<file path="config.mk">
export PLATFORM = sky130hd
export DESIGN_NAME = mul_share_arbiter
export DESIGN_NICKNAME = d
export VERILOG_FILES = /design/src/rtl/mul_share_pkg.sv /design/src/rtl/mul_share_arbiter_rr_pick.sv /design/src/rtl/mul_share_arbiter.sv
export SDC_FILE = /design/constraint.sdc
export NUM_CORES = 1
export LEC_CHECK = 0
export ABC_AREA = 1
export BUFFER_PORTS_ARGS = -buffer_cell sky130_fd_sc_hd__buf_4
export CORE_AREA = 2 2 69 84
export CTS_CLUSTER_SIZE = 25
export DETAILED_ROUTE_END_ITERATION = 12
export DIE_AREA = 0 0 71 86
export PLACE_DENSITY = 0.74
export SETUP_SLACK_MARGIN = 0.02
export SLEW_MARGIN = 0
export SYNTH_ARGS = -nofsm -noshare
export SYNTH_HDL_FRONTEND = slang
export SYNTH_SLANG_ARGS = --single-unit
export TNS_END_PERCENT = 10
</file>
<file path="constraint.sdc">
create_clock -name CK -period 2.76 [get_ports CK]
set_input_delay 0.552 -clock CK [delete_from_list [all_inputs] [get_ports CK]]
set_output_delay 0.552 -clock CK [all_outputs]
set_load 0.02 [all_outputs]
</file>
<file path="src/rtl/mul_share_pkg.sv">
// Shared types and constants for the multiplier-sharing arbiter.
package mul_share_pkg;

    localparam int unsigned OPW = 4;  // operand width
    localparam int unsigned PW  = 8;  // product width

    typedef enum logic [1:0] {
        IDLE,
        LAUNCH,
        WAIT,
        DONE
    } state_e;

    // Timer width able to hold the value TIMEOUT.
    function automatic int unsigned tmr_width(input int unsigned timeout);
        return $clog2(timeout + 1);
    endfunction

endpackage

</file>
<file path="src/rtl/mul_share_arbiter_rr_pick.sv">
// Combinational round-robin picker: first set request at or above ptr, wrapping at NREQ.
module rr_pick #(
    parameter int unsigned NREQ = 4
) (
    input  logic [NREQ-1:0]         req_i,
    input  logic [$clog2(NREQ)-1:0] ptr_i,
    output logic [NREQ-1:0]         onehot_o,
    output logic [$clog2(NREQ)-1:0] idx_o,
    output logic                    any_o
);
    localparam int unsigned IW     = $clog2(NREQ);
    localparam logic [IW:0] NREQ_W = NREQ[IW:0];

    // Scan upward from ptr; the wrap is an explicit compare so non-power-of-two NREQ works.
    always_comb begin
        logic [IW:0]   sum;
        logic [IW-1:0] cand;
        onehot_o = '0;
        idx_o    = '0;
        any_o    = 1'b0;
        sum      = '0;
        cand     = '0;
        for (int unsigned k = 0; k < NREQ; k++) begin
            sum = {1'b0, ptr_i} + k[IW:0];
            if (sum >= NREQ_W) begin
                sum = sum - NREQ_W;
            end
            cand = sum[IW-1:0];
            if (!any_o && req_i[cand]) begin
                any_o          = 1'b1;
                idx_o          = cand;
                onehot_o[cand] = 1'b1;
            end
        end
    end

endmodule

</file>
<file path="src/rtl/mul_share_arbiter.sv">
// Shares one START/READY multiplier core among NREQ requesters, round-robin, with a
// watchdog that aborts a transaction when the core never answers.
module mul_share_arbiter
    import mul_share_pkg::*;
#(
    parameter int unsigned NREQ    = 4,
    parameter int unsigned TIMEOUT = 15
) (
    input  logic                CK,
    input  logic                RST,
    input  logic [NREQ-1:0]     REQ,
    input  logic [OPW*NREQ-1:0] A_IN,
    input  logic [OPW*NREQ-1:0] B_IN,
    output logic [NREQ-1:0]     GNT,
    output logic [NREQ-1:0]     ACK,
    output logic [PW-1:0]       PROD,
    output logic                ERR,
    output logic                MSTART,
    output logic [OPW-1:0]      MA,
    output logic [OPW-1:0]      MB,
    input  logic                MREADY,
    input  logic [PW-1:0]       MP
);
    localparam int unsigned   IW    = $clog2(NREQ);
    localparam int unsigned   TW    = tmr_width(TIMEOUT);
    localparam int unsigned   LASTI = NREQ - 1;
    localparam logic [IW-1:0] LAST  = LASTI[IW-1:0];
    localparam logic [TW-1:0] TMAX  = TIMEOUT[TW-1:0];

    state_e        state_q, state_d;
    logic [IW-1:0] rr_ptr_q, rr_ptr_d;
    logic [IW-1:0] winner_q, winner_d;
    logic [NREQ-1:0] gnt_q, gnt_d;
    logic [OPW-1:0] ma_q, ma_d, mb_q, mb_d;
    logic [PW-1:0] prod_q, prod_d;
    logic          err_q, err_d;
    logic          mstart_q, mstart_d;
    logic [TW-1:0] timer_q, timer_d;
    logic [NREQ-1:0] ack;

    logic [NREQ-1:0] pick_onehot;
    logic [IW-1:0]   pick_idx;
    logic            pick_any;
    logic [OPW-1:0]  a_arr [NREQ];
    logic [OPW-1:0]  b_arr [NREQ];

    rr_pick #(
        .NREQ(NREQ)
    ) u_pick (
        .req_i   (REQ),
        .ptr_i   (rr_ptr_q),
        .onehot_o(pick_onehot),
        .idx_o   (pick_idx),
        .any_o   (pick_any)
    );

    // Unpack the flat operand buses so the winner can be selected by index.
    always_comb begin
        for (int unsigned k = 0; k < NREQ; k++) begin
            a_arr[k] = A_IN[k*OPW +: OPW];
            b_arr[k] = B_IN[k*OPW +: OPW];
        end
    end

    // Next-state and output decode for the IDLE/LAUNCH/WAIT/DONE sequence.
    always_comb begin
        state_d  = state_q;
        rr_ptr_d = rr_ptr_q;
        winner_d = winner_q;
        gnt_d    = gnt_q;
        ma_d     = ma_q;
        mb_d     = mb_q;
        prod_d   = prod_q;
        err_d    = err_q;
        timer_d  = timer_q;
        mstart_d = 1'b0;
        ack      = '0;
        case (state_q)
            IDLE: begin
                if (pick_any) begin
                    winner_d = pick_idx;
                    gnt_d    = pick_onehot;
                    ma_d     = a_arr[pick_idx];
                    mb_d     = b_arr[pick_idx];
                    mstart_d = 1'b1;
                    state_d  = LAUNCH;
                end
            end
            LAUNCH: begin
                timer_d = '0;
                state_d = WAIT;
            end
            WAIT: begin
                // timer_q==0 marks the first WAIT cycle, where READY may be stale.
                if (timer_q != '0 && MREADY) begin
                    prod_d  = MP;
                    state_d = DONE;
                end else if (timer_q == TMAX) begin
                    err_d   = 1'b1;
                    prod_d  = '0;
                    state_d = DONE;
                end else begin
                    timer_d = timer_q + 1'b1;
                end
            end
            DONE: begin
                // A requester that dropped REQ early is not acknowledged.
                ack      = gnt_q & REQ;
                rr_ptr_d = (winner_q == LAST) ? '0 : winner_q + 1'b1;
                gnt_d    = '0;
                state_d  = IDLE;
            end
            default: state_d = IDLE;
        endcase
    end

    // State register with synchronous reset.
    always_ff @(posedge CK) begin
        if (RST) begin
            state_q  <= IDLE;
            rr_ptr_q <= '0;
            winner_q <= '0;
            gnt_q    <= '0;
            ma_q     <= '0;
            mb_q     <= '0;
            prod_q   <= '0;
            err_q    <= 1'b0;
            mstart_q <= 1'b0;
            timer_q  <= '0;
        end else begin
            state_q  <= state_d;
            rr_ptr_q <= rr_ptr_d;
            winner_q <= winner_d;
            gnt_q    <= gnt_d;
            ma_q     <= ma_d;
            mb_q     <= mb_d;
            prod_q   <= prod_d;
            err_q    <= err_d;
            mstart_q <= mstart_d;
            timer_q  <= timer_d;
        end
    end

    assign GNT    = gnt_q;
    assign ACK    = ack;
    assign PROD   = prod_q;
    assign ERR    = err_q;
    assign MSTART = mstart_q;
    assign MA     = ma_q;
    assign MB     = mb_q;

endmodule

</file>
# Yosys cells after proc, flatten, opt, wreduce, memory -nomap -nowiden
# Index checks and enable logic that the tools add are counted.
dict set report op_classes {
  add_sub_neg 9
  order_cmp 13
  eq_ne 9
  mux 52
  n_bitwise 7
  n_reduce_logical 23
}
# cell n
set op_table {}
lappend op_table {{$mux 4} 12}
lappend op_table {{$mux 2} 12}
lappend op_table {{$bmux 4 s2} 2}
lappend op_table {{$mux 8} 2}
lappend op_table {{$pmux 4 s2} 2}
lappend op_table {{$mux 1} 13}
lappend op_table {{$ge 3x3->1 const B} 4}
lappend op_table {{$lt 2x3->1 const B} 4}
lappend op_table {{$or 4x4->4} 3}
lappend op_table {{$bmux 1 s2} 4}
lappend op_table {{$demux 1 s2} 4}
lappend op_table {{$ge 2x1->1 const B} 4}
lappend op_table {{$logic_and 1x1->1} 8}
lappend op_table {{$pmux 2 s4} 1}
lappend op_table {{$reduce_and 2->1} 4}
lappend op_table {{$sub 2x1->2 const B} 4}
lappend op_table {{$add 2x2->3 const B} 2}
lappend op_table {{$eq 2x2->1 const B} 3}
lappend op_table {{$ne 2x2->1 const B} 3}
lappend op_table {{$reduce_and 3->1} 2}
lappend op_table {{$reduce_bool 2->1} 3}
lappend op_table {{$add 4x1->4 const B} 1}
lappend op_table {{$and 4x4->4} 1}
lappend op_table {{$eq 4x4->1 const B} 1}
lappend op_table {{other kinds (11)} 14}
dict set report word_totals {
  register_bits 32
  input_bits 47
  out_inout_bits 26
  word_cells 123
}

# Depth between registers and ports, before layout
dict set report depth {
  ltp_word 18
  depth_mapped 17
  ltp_nobuf 16
}

# Hierarchy
# From an unflattened synthesis, not the netlist that was laid out.
dict set report unflattened {
  cells_unflattened 318
  hier_area_um2 2083.2
}
# module n_inst cells_per_inst area_per_inst_um2 seq_area_each_um2
set modules_own_cells {}
lappend modules_own_cells {mul_share_arbiter 1 244 1642.8 640.6}
lappend modules_own_cells {rr_pick 1 74 440.4 0.0}

# Worst setup path before layout
# Ideal clock, no wire load.
dict set report synth_timing {
  path_type {register -> register}
  from {reg rr_ptr_q[1]}
  to {reg ma_q[3], in the netlist MA[3]}
  setup_time_ns 0.117
  t_arrival_ns 2.074
  required_time_ns 2.643
  setup_slack_ns 0.569
  path_stages_with_launch 12
  path_buffers 1
  synth_period_minus_slack_ns 2.191
  cell_sequence {dfxtp_1 -> inv_1 -> ha_1 -> inv_1 -> nand3_1 -> nand2_2 -> nand3_4 -> nand3_2 -> buf_6 -> or2_1 -> o211ai_1 -> nand2_1}
}
dict set report synth_between {
  elab_chain_len 18
  word_cells_on_any_way 42
  cone_classes {add/sub (7); order compare (4); mux (23); bitwise (1); reduce/logical (7)}
}
# item line
set synth_lines {}
lappend synth_lines {{start: declaration} mul_share_arbiter.sv:31} ;# logic [IW-1:0] rr_ptr_q, rr_ptr_d;
lappend synth_lines {{start signal: assignment} mul_share_arbiter.sv:132} ;# rr_ptr_q <= rr_ptr_d;
lappend synth_lines {{branches (longest 18 deep; another with $add 2x1->3)} n/a}
lappend synth_lines {{end signal: assignment} mul_share_arbiter.sv:135} ;# ma_q <= ma_d;
lappend synth_lines {{end: declaration} mul_share_arbiter.sv:34} ;# logic [OPW-1:0] ma_q, ma_d, mb_q, mb_d;
# Parallel ways; which one is timed is not known. The select of a mux whose other input is x is not followed.
# A chain may end at the register's enable or synchronous reset.

# Worst setup path after layout
dict set report layout_timing {
  from {reg rr_ptr_q[1]}
  to {reg mb_q[2], in the netlist MB[2]}
}
dict set report layout_between {
  elab_chain_len 18
  word_cells_on_any_way 42
  cone_classes {add/sub (7); order compare (4); mux (23); bitwise (1); reduce/logical (7)}
}
# item line
set layout_lines {}
lappend layout_lines {{branches (longest 18 deep; another with $add 2x1->3)} n/a}
lappend layout_lines {{end signal: assignment} mul_share_arbiter.sv:136} ;# mb_q <= mb_d;
lappend layout_lines {{end: declaration} mul_share_arbiter.sv:34}
# Parallel ways; which one is timed is not known. The select of a mux whose other input is x is not followed.

==> impl_metrics.toml <==
[run_status]
outcome = "finished, final reports clean"

[yosys]
ys_seq_area_share_pct = 27.5
synth_xor_area_share_pct = 0
yosysMostFrequentCell = "nand2_1"
synth.top_cell.area_share_pct = 27.5
ys_ff_latch = 32
synthAdderAreaFrac_pct = 8.60
syn_inst = 335
async_flop_share_pct = 0
synth_area_mm2 = 0.00233
synth_top_cell_by_area = "dfxtp_1"
synth-main-ff-cell = "dfxtp_1"
synth-compound-area-share_pct = 10.3
muxShareOfSynthArea_pct = 0
synth-edff-count = 0
synth_nets = 398
ys_types = 35
yosys_warnings = 0
synth.area.top_cells = "dfxtp_1, nand2_1, ha_1"
avgSynthCellArea_um2 = 6.95
synth_commonest_cells = "nand2_1, nand3_1, inv_1, dfxtp_1, nor2_1"
yosys.area_share.simple_pct = 44.6
synth_top_family_by_area = "simple AND/OR/NAND/NOR gates"

[clock_tree]
cts_resized = 0
clk_latency_ns = 0.29
ctsHoldBuffers = 0
path_clk_slew_ns = 0.07
cts-root-buf = "clkbuf_8"
cts_buffers = 5
cts_max_path_buffers = 2
cts_tree = "yes"
clock-sinks = 32
cts_setup_buffers = 0
htree_levels = 2

[power_and_ir_drop]
combPwrFrac_pct = 58.2
p_sw_share_pct = 47.9
leakage_nw = 1.52
power_density_mw_per_mm2 = 817
switchingPower_w = 0.00118
vdd_drop_max_uv = 505
p_total_w = 0.00245
seqPwrFrac_pct = 26.9
p_clk_share_pct = 14.8
p_int_w = 0.00128

[final_layout]
fin_nets = 471
final_util_pct = 57.0
final_area_mm2 = 0.00300
drive_gt1_share_pct = 28.6
area_delta_synth_final_pct = 28.9
num_antenna_cells = 0

[global_route]
grt_usage_pct = 18.6
grt_start_max_net_pins = 19
antenna_found_initial = 0
grt-ovfl-total = 0
grt_pass1_wl_um = 9190
grt_pass1_vias = 2197

[floorplanning]
ios = 73
fp.dieW_um = 71
fp.dieH_um = 86
row_count = 29
fp.dieArea_mm2 = 0.00611
start_util_pct = 44.2
core_area_mm2 = 0.00526

[sta]
post-route-period-util_pct = 88.7
max_freq_mhz = 408
period_minus_slack_ns = 2.45
finalSetupViolCount = 0
finalHoldViolCount = 0
fin_skew_ns = 0.00521
tns_ns = 0
report.final.slew_viol_count = 0
layout_setup_ws_ns = 0.312
worstMarginPinSlew_ns = 0.503
slew-limit-headroom_pct = 66.1
rsz0062_at_grt = "no"

[detailed_routing]
drc_errors = 0
ant_nets = 0
vias = 2319
dr.pass1.iters = 4
drt_iter0_markers = 114
wl_per_cell_um = 11.9
via_per_inst = 4.92
wirelength_um = 5600

[worst_setup_path]
critPathMaxFanout = 13
arrival_ns = 2.63
endpoint_kind = "flip-flop"
required_ns = 2.94
cp-start-kind = "flip-flop"
critPathKind = "flip-flop to flip-flop"

[place]
hpwl_um = 4410
pre_cts_slack_ns = 0.349
gp_congestion = 0.880
port_buffers = 72
placed_cell_area_mm2 = 0.00291

[worst_hold_path]
hold_class = "flip-flop to flip-flop"

[flow_run]
max-cap-violations = 0
[worst paths after layout]
| kind | start | endpoint | slack (ns) | cells after the start |
|---|---|---|---|---|
| worst max-delay path | rr_ptr_q[1] | MB[2] | 0.31 | 12 |
| worst min-delay path | ERR | ERR | 0.47 | 2 |
| worst max register to register | rr_ptr_q[1] | MB[2] | 0.31 | 12 |
| worst min register to register | ERR | ERR | 0.47 | 2 |
[registers in the layout (all words and copies together) (netlist names)]
register,flops
PROD,8
timer_q,4
rr_ptr_q,2
state_q,2
GNT,4
winner_q,2
MA,4
MSTART,1
MB,4
ERR,1
[stage by stage]
stage               cells  hold slack, ns
floorplan             335           0.459
global placement      463           0.457
detailed placement    463           0.463
CTS                   471           0.478
global route          471           0.488
finish                471           0.471
[power by group through the flow]
stage          sequential [W]  combinational, W  clock, W
3_3_place_gp         0.000670           0.00141         0
3_5_place_dp         0.000671           0.00143         0
2_1_floorplan        0.000745          0.000998         0
5_1_grt              0.000676           0.00159  0.000392
6_report             0.000661           0.00143  0.000363
4_1_cts              0.000662           0.00144  0.000372
[layout make-up]
| class | count | area, um^2 |
|---|---|---|
| multi-input combinational | 257 | 1480 |
| clock buffer | 5 | 68.8 |
| sequential | 32 | 641 |
| clock inverter | 3 | 18.8 |
| timing repair buffer | 76 | 571 |
| tap | 62 | 77.6 |
| fill | 519 | 2260 |
| inverter | 36 | 146 |
[routing by layer]
layer	part of all wire [%]	track usage, %	vias up
li1	-	-	1229
met1	42	20.3	998
met2	49	33.6	85
met3	7.7	5.99	7
met4	1.3	6.35	0
met5	0	0	-
[placed cells by master, fill, tap and decap left out, types with 2 or more instances in the layout]
cell type   n
a211oi_1    2
clkbuf_8    5
dfxtp_1    32
nand4_1     3
nand2_4     6
nand3_1    35
o211ai_1    2
ha_1       16
nand2_8     2
nor2_8      2
buf_4      76
inv_1      33
nand3_2     4
o21ai_0    15
nand2_1    93
nor2_1     28
nand2_2     8
nor3_1      5
nor3b_2     5
clkinv_2    3
a21oi_1    17
nor3b_1     2
a31oi_1     2
a22oi_1     2
[critical path: stages (launching register included)]
cell and delay [ns]:
dfxtp_1 0.51, inv_1 0.10, ha_1 0.42, inv_1 0.13, nand2_2 0.10, nand2_4 0.07, nor2_8 0.16, nand3_4 0.14
nand3_2 0.22, buf_4 0.20, nor2_1 0.06, nor3b_2 0.17, nor2_1 0.06
[cells by family (layout without fill, tap and decap cells)]
family / count (synthesis) / count (layout)
adders and majority gates: 16 / 16
and+or+nand+nor: 198 / 198
buffers and inverters: 46 / 120
AOI/OAI and AO/OA: 43 / 43
DFF: 32 / 32
Note: power is estimated with default switching activity, not from simulation.
